--- src/rtl/timer_axil_pkg.sv ---
// Shared definitions for the timer AXI4-Lite front-end.
//   - AXI response codes
//   - write / read sequencer state encodings
//   - byte offsets of the timer registers behind the front-end
package timer_axil_pkg;

  localparam logic [1:0] RESP_OKAY   = 2'b00;
  localparam logic [1:0] RESP_SLVERR = 2'b10;

  typedef enum logic [1:0] {W_IDLE, W_EXEC, W_RESP} wr_state_t;
  typedef enum logic [1:0] {R_IDLE, R_EXEC, R_RESP} rd_state_t;

  // Register map of the timer block
  localparam int unsigned CTRL    = 32'h0;
  localparam int unsigned LOAD    = 32'h4;
  localparam int unsigned COUNT   = 32'h8;
  localparam int unsigned IRQSTAT = 32'hC;

endpackage

--- src/rtl/timer_axil_addr_chk.sv ---
// Combinational legality decode for one register access.
// Ports:
//   addr  in  AW      byte address of the access
//   strb  in  DW/8    byte strobes (tie to all-ones for reads)
//   err   out 1       1 = unaligned, beyond the last register, or partial strobe
module timer_axil_addr_chk
  import timer_axil_pkg::*;
#(
  parameter int AW       = 4,
  parameter int DW       = 32,
  parameter int NUM_REGS = 4
) (
  input  logic [AW-1:0]   addr,
  input  logic [DW/8-1:0] strb,
  output logic            err
);

  localparam logic [31:0] LIMIT = 32'(NUM_REGS * 4);

  // Widen the address so the range compare works even when NUM_REGS*4
  // does not fit in AW bits.
  logic [31:0] addr_ext;

  always_comb begin
    addr_ext         = '0;
    addr_ext[AW-1:0] = addr;
  end

  assign err = (addr[1:0] != 2'b00) || (addr_ext >= LIMIT) || (strb != '1);

endmodule

--- src/rtl/timer_axil_ctrl.sv ---
// AXI4-Lite slave front-end for the timer register block. Each AXI write or
// read becomes exactly one command on the simple register port; illegal
// accesses are answered with SLVERR without touching the register block.
// Ports:
//   clk, rstn                      clock, asynchronous active-low reset
//   s_aw*/s_w*/s_b*                AXI4-Lite write address/data/response
//   s_ar*/s_r*                     AXI4-Lite read address/data
//   reg_wr_addr/data/en, _ready    register write command (en held until ready)
//   reg_rd_addr/en, _data/_valid   register read request and returned data
module timer_axil_ctrl
  import timer_axil_pkg::*;
#(
  parameter int AW       = 4,
  parameter int DW       = 32,
  parameter int NUM_REGS = 4
) (
  input  logic            clk,
  input  logic            rstn,
  input  logic [AW-1:0]   s_awaddr,
  input  logic            s_awvalid,
  output logic            s_awready,
  input  logic [DW-1:0]   s_wdata,
  input  logic [DW/8-1:0] s_wstrb,
  input  logic            s_wvalid,
  output logic            s_wready,
  output logic [1:0]      s_bresp,
  output logic            s_bvalid,
  input  logic            s_bready,
  input  logic [AW-1:0]   s_araddr,
  input  logic            s_arvalid,
  output logic            s_arready,
  output logic [DW-1:0]   s_rdata,
  output logic [1:0]      s_rresp,
  output logic            s_rvalid,
  input  logic            s_rready,
  output logic [AW-1:0]   reg_wr_addr,
  output logic [DW-1:0]   reg_wr_data,
  output logic            reg_wr_en,
  input  logic            reg_wr_ready,
  output logic [AW-1:0]   reg_rd_addr,
  output logic            reg_rd_en,
  input  logic [DW-1:0]   reg_rd_data,
  input  logic            reg_rd_valid
);

  // ---------------- write path ----------------
  wr_state_t       wr_state_reg, wr_state_next;
  logic            aw_held_reg, aw_held_next;
  logic            w_held_reg, w_held_next;
  logic            awready_reg, awready_next;
  logic            wready_reg, wready_next;
  logic [AW-1:0]   awaddr_reg, awaddr_next;
  logic [DW-1:0]   wdata_reg, wdata_next;
  logic [DW/8-1:0] wstrb_reg, wstrb_next;
  logic [1:0]      bresp_reg, bresp_next;
  logic            wr_err;
  logic            aw_hs, w_hs;

  assign aw_hs = s_awvalid && awready_reg;
  assign w_hs  = s_wvalid && wready_reg;

  timer_axil_addr_chk #(.AW(AW), .DW(DW), .NUM_REGS(NUM_REGS)) u_wr_chk (
    .addr (awaddr_reg),
    .strb (wstrb_reg),
    .err  (wr_err)
  );

  always_ff @(posedge clk or negedge rstn) begin
    if (!rstn) begin
      wr_state_reg <= W_IDLE;
      aw_held_reg  <= 1'b0;
      w_held_reg   <= 1'b0;
      awready_reg  <= 1'b0;
      wready_reg   <= 1'b0;
      awaddr_reg   <= '0;
      wdata_reg    <= '0;
      wstrb_reg    <= '0;
      bresp_reg    <= RESP_OKAY;
    end else begin
      wr_state_reg <= wr_state_next;
      aw_held_reg  <= aw_held_next;
      w_held_reg   <= w_held_next;
      awready_reg  <= awready_next;
      wready_reg   <= wready_next;
      awaddr_reg   <= awaddr_next;
      wdata_reg    <= wdata_next;
      wstrb_reg    <= wstrb_next;
      bresp_reg    <= bresp_next;
    end
  end

  always_comb begin
    wr_state_next = wr_state_reg;
    aw_held_next  = aw_held_reg;
    w_held_next   = w_held_reg;
    awaddr_next   = awaddr_reg;
    wdata_next    = wdata_reg;
    wstrb_next    = wstrb_reg;
    bresp_next    = bresp_reg;
    reg_wr_en     = 1'b0;
    case (wr_state_reg)
      W_IDLE: begin
        // AW and W are captured independently, in any order.
        if (aw_hs) begin
          awaddr_next  = s_awaddr;
          aw_held_next = 1'b1;
        end
        if (w_hs) begin
          wdata_next  = s_wdata;
          wstrb_next  = s_wstrb;
          w_held_next = 1'b1;
        end
        if (aw_held_next && w_held_next) begin
          wr_state_next = W_EXEC;
        end
      end
      W_EXEC: begin
        if (wr_err) begin
          bresp_next    = RESP_SLVERR;
          wr_state_next = W_RESP;
        end else begin
          reg_wr_en = 1'b1;
          if (reg_wr_ready) begin
            bresp_next    = RESP_OKAY;
            wr_state_next = W_RESP;
          end
        end
      end
      W_RESP: begin
        if (s_bready) begin
          aw_held_next  = 1'b0;
          w_held_next   = 1'b0;
          wr_state_next = W_IDLE;
        end
      end
      default: wr_state_next = W_IDLE;
    endcase
    // Readies are registered: open only while idle and not yet captured.
    awready_next = (wr_state_next == W_IDLE) && !aw_held_next;
    wready_next  = (wr_state_next == W_IDLE) && !w_held_next;
  end

  assign s_awready   = awready_reg;
  assign s_wready    = wready_reg;
  assign s_bvalid    = (wr_state_reg == W_RESP);
  assign s_bresp     = bresp_reg;
  assign reg_wr_addr = awaddr_reg;
  assign reg_wr_data = wdata_reg;

  // ---------------- read path ----------------
  rd_state_t     rd_state_reg, rd_state_next;
  logic          arready_reg, arready_next;
  logic [AW-1:0] araddr_reg, araddr_next;
  logic [DW-1:0] rdata_reg, rdata_next;
  logic [1:0]    rresp_reg, rresp_next;
  logic          rd_err;

  timer_axil_addr_chk #(.AW(AW), .DW(DW), .NUM_REGS(NUM_REGS)) u_rd_chk (
    .addr (araddr_reg),
    .strb ({(DW/8){1'b1}}),
    .err  (rd_err)
  );

  always_ff @(posedge clk or negedge rstn) begin
    if (!rstn) begin
      rd_state_reg <= R_IDLE;
      arready_reg  <= 1'b0;
      araddr_reg   <= '0;
      rdata_reg    <= '0;
      rresp_reg    <= RESP_OKAY;
    end else begin
      rd_state_reg <= rd_state_next;
      arready_reg  <= arready_next;
      araddr_reg   <= araddr_next;
      rdata_reg    <= rdata_next;
      rresp_reg    <= rresp_next;
    end
  end

  always_comb begin
    rd_state_next = rd_state_reg;
    araddr_next   = araddr_reg;
    rdata_next    = rdata_reg;
    rresp_next    = rresp_reg;
    reg_rd_en     = 1'b0;
    case (rd_state_reg)
      R_IDLE: begin
        if (s_arvalid && arready_reg) begin
          araddr_next   = s_araddr;
          rd_state_next = R_EXEC;
        end
      end
      R_EXEC: begin
        if (rd_err) begin
          rdata_next    = '0;
          rresp_next    = RESP_SLVERR;
          rd_state_next = R_RESP;
        end else begin
          reg_rd_en = 1'b1;
          if (reg_rd_valid) begin
            rdata_next    = reg_rd_data;
            rresp_next    = RESP_OKAY;
            rd_state_next = R_RESP;
          end
        end
      end
      R_RESP: begin
        if (s_rready) begin
          rd_state_next = R_IDLE;
        end
      end
      default: rd_state_next = R_IDLE;
    endcase
    arready_next = (rd_state_next == R_IDLE);
  end

  assign s_arready   = arready_reg;
  assign s_rvalid    = (rd_state_reg == R_RESP);
  assign s_rdata     = rdata_reg;
  assign s_rresp     = rresp_reg;
  assign reg_rd_addr = araddr_reg;

endmodule

--- config.mk ---
export PLATFORM = sky130hd
export DESIGN_NAME = timer_axil_ctrl
export DESIGN_NICKNAME = d
export VERILOG_FILES = /design/src/rtl/timer_axil_pkg.sv /design/src/rtl/timer_axil_addr_chk.sv /design/src/rtl/timer_axil_ctrl.sv
export SDC_FILE = /design/constraint.sdc
export NUM_CORES = 1
export LEC_CHECK = 0
export ABC_CLOCK_PERIOD_IN_PS = 2900
export CORE_MARGIN = 4
export CORE_UTILIZATION = 35
export DETAILED_ROUTE_END_ITERATION = 8
export GPL_ROUTABILITY_DRIVEN = 1
export PLACE_DENSITY = 0.71
export SLEW_MARGIN = 20
export SYNTH_ARGS = -nofsm -noshare
export SYNTH_HDL_FRONTEND = slang
export SYNTH_HIERARCHICAL = 1
export SYNTH_SLANG_ARGS = --single-unit
export TNS_END_PERCENT = 1
--- constraint.sdc ---
create_clock -name clk -period 2.9 [get_ports clk]
set_input_delay 0.29 -clock clk [delete_from_list [all_inputs] [get_ports clk]]
set_output_delay 0.29 -clock clk [all_outputs]
set_load 0.01 [all_outputs]
==> qor.log <==
INFO  outcome        status=complete, but fails checks
INFO  outcome        violations=negative hold slack
INFO  synthesis      number_of_synthesized_flops_with_an_enable_pin=0
INFO  clock_network  cts_made_buffers=9
INFO  sta            worst_clock_skew=0.0107ns
INFO  floorplan      core_area=9730µm²
INFO  final_layout   antennaDiodeCount=0
INFO  grt            maximum_number_of_pins_on_one_net_before_global_route_repair=88
INFO  synthesis      library_cell_with_the_highest_instance_count_after_synthesis=dfrtp_1
INFO  pwr            power_report.internal_total=0.00324W
INFO  setup_path     cp_slowest_stage_delay=0.59ns
INFO  clock_network  cts_hold_buffers=0
INFO  synthesis      synth_area_leader_cell=dfrtp_1
INFO  detailed_routing remaining_routing_drc_violations=0
INFO  synthesis      post_synth_num_cell_types=28
INFO  placement      gp_routability_congestion=0.724
INFO  setup_path     worstPathRequired=2.61ns
INFO  final_layout   layoutNonFillerInstCount=535
INFO  sta            drv_slew=0
INFO  floorplan      std_cell_rows=36
INFO  detailed_routing detailedRoute.firstPassIterationCount=4
INFO  sta            slew-limit-headroom=47.8%
INFO  clock_network  worst_skew_pair.late_latency=0.35ns
INFO  clock_network  ctsHtreeMaxLevel=3
INFO  clock_network  clockRootBuffer=clkbuf_8
INFO  pwr            power.ir.vdd_worst=0.343mV
INFO  grt            groute.usage.overall=15.2%
INFO  placement      io_buffers=165
INFO  grt            first_global_vias=2637
INFO  pwr            sw_frac_of_total=29.5%
INFO  pwr            power.static_leakage=2.39nW
INFO  min_path       worst_hold_path_type=input port to asynchronous set/reset pin
INFO  final_layout   final_core_utilization=56.1%
INFO  sta            worstMarginPinSlew=0.782ns
INFO  detailed_routing number_of_drc_markers_in_iteration_0=115
INFO  setup_path     type_of_element_capturing_the_critical_path=output pin
INFO  setup_path     crit_arrival=1.97ns
INFO  final_layout   layout_area_growth_over_synthesis=56.9%
INFO  placement      dp.final_hpwl=6420µm
INFO  sta            tns=0ns
INFO  floorplan      initial_core_util=35.8%
INFO  final_layout   finalNetCount=482
INFO  clock_network  cts_setup_buffers=0
INFO  job            drv.max_cap_violation_count=0
INFO  sta            post-route-min-period=2.26ns
INFO  synthesis      async_set_or_reset_flop_fraction_in_the_synthesized_netlist=100%
INFO  sta            timing.hold.ws=-0.0227ns
INFO  floorplan      chipHeight=108µm
INFO  synthesis      synth_seq_cells=87
INFO  detailed_routing post_drt_wl_per_cell=16.3µm
INFO  detailed_routing remaining_number_of_nets_flagged_by_the_antenna_check_after_routing=0
INFO  synthesis      netlist.area_leader.share=62.5%
INFO  synthesis      synthesis.area_per_instance=15.5µm²
INFO  synthesis      synth.area.top_cells=dfrtp_1 63%, mux2_4 13%, a22o_1 8.6%
INFO  grt            grt_pass1_wl=13800µm
INFO  placement      placedCellCount=519
INFO  setup_path     timing.setup.critical_path_class=register to output pin
INFO  grt            grt_antenna_before_repair=0
INFO  final_layout   fillCellCount=819
INFO  synthesis      count_of_yosys_warnings_during_synthesis=6
INFO  sta            timing.fmax=442MHz
INFO  clock_network  clockBufferDepth=2
INFO  pwr            clock_power_share=18.5%
INFO  pwr            finalPower=0.00459W
INFO  clock_network  clk_slew_on_worst_s_h_paths=0.08ns
INFO  clock_network  postCtsResizedCells=0
INFO  floorplan      die_area=11600µm²
INFO  setup_path     regToRegSetupSlack=0.92ns
INFO  pwr            sequentialPowerShare=40.3%
INFO  detailed_routing route.vias.total=2479
INFO  setup_path     timing.critical_path.buf_inv=1
INFO  clock_network  cts_num_sinks=87
INFO  setup_path     worstSetupStartpointType=register
INFO  setup_path     timing.critical_path.max_delay_family=simple AND/OR/NAND/NOR gates
INFO  setup_path     worstPathMaxFanout=4
INFO  synthesis      synthesis.area=3480µm²
INFO  floorplan      die_w=108µm
INFO  pwr            powerDensity=841nW/µm²
INFO  final_layout   drive_gt1_share=16.7%
INFO  sta            fin_crit_sh=78.0%
INFO  sta            rsz_0062_raised_after_global_routing=false
INFO  detailed_routing vias_cell=4.63
INFO  synthesis      synth.top_cells.by_count=87 x dfrtp_1, 34 x a22o_1, 30 x mux2_4
INFO  sta            finalHoldViolations=11
INFO  synthesis      ys_dominant_reg_cell=dfrtp_1
INFO  detailed_routing detail_route.wirelength=8730µm
INFO  grt            gr-total-overflow=0
INFO  pwr            pwr-share-comb=41.3%
INFO  setup_path     worstPathCellList=or3_1 > nor2b_1 > clkdlybuf4s50_1
INFO  pwr            netsw=0.00135W
INFO  floorplan      ioPinCount=168
INFO  clock_network  tritoncts=done
INFO  synthesis      synth-seq-area-share=62.5%
INFO  sta            finalSetupViolCount=0
INFO  synthesis      number_of_cells_produced_by_synthesis=225
INFO  setup_path     critical-path-slowest-cell=clkdlybuf4s50_1
[per-layer routing]
metal,global-route usage (%),part of all wire (%),up-vias
met5,0,0,-
met4,4.87,1.2,0
met3,4.56,6.4,9
met2,25.0,50,86
met1,19.3,42,1231
li1,-,-,1153
[through the flow]
stage | setup slack, ns | cell area [µm²] | hold WS (ns)
5_1_grt | 0.527 | 5460 | 0.0518
3_5_place_dp | 0.913 | 5260 | 0.491
2_1_floorplan | 1.25 | 3500 | -0.00559
6_report | 0.637 | 5460 | -0.0227
4_1_cts | 0.615 | 5460 | 0.183
3_3_place_gp | 1.00 | 5260 | 0.486
[placed cells by master (no fill, tap or decap), drive strengths merged, types with 3 or more instances in the layout]
cell,instances
a22o,34
mux2,44
o2bb2ai,4
nor2b,3
a21o,3
buf,5
dfrtp,87
clkdlybuf4s50,164
clkbuf,12
o21ai,5
conb,6
inv,4
nand2,8
nor2,4
[cell families (layout without fill, tap and decap cells)]
group	count (synthesis)	count (layout)	synth area share [%]
buffers and inverters	16	189	3.49
DFF	87	87	62.5
and+or+nand+nor	26	26	4.49
AOI/OAI and AO/OA	50	50	11.8
other	2	6	0.216
muxes	44	44	17.5
[cell type report]
class | count | area [µm²] | share of cell area, %
repair buffers | 169 | 1700 | 31.0
multi-input cells | 126 | 1210 | 22.1
well taps | 133 | 166 | 3.05
inverters | 4 | 15.0 | 0.275
flip-flops and latches | 87 | 2180 | 39.9
clock inverters | 4 | 55.1 | 1.01
clock buffers | 12 | 145 | 2.66
[final timing paths]
check | from | end | cells after the start
max | reg_rd_addr[1] | reg_rd_en | 3
min | rstn | reg_wr_addr[0] | 1
max reg2reg | reg_rd_addr[1] | s_rdata[15] | 4
min reg2reg | s_rdata[25] | s_rdata[25] | 1
max in group asynchronous | rstn | reg_wr_data[17] | 1
min in group clk | s_rdata[25] | s_rdata[25] | 1
[power groups by stage]
stage | Sequential [W] | Combinational, W | Clock (W)
6_report | 0.00185 | 0.00189 | 0.000849
5_1_grt | 0.00191 | 0.00202 | 0.000935
4_1_cts | 0.00185 | 0.00193 | 0.000873
3_5_place_dp | 0.00187 | 0.00192 | 0
3_3_place_gp | 0.00186 | 0.00189 | 0
2_1_floorplan | 0.00200 | 0.000801 | 0
No activity file was read; power rests on OpenSTA's default activity.
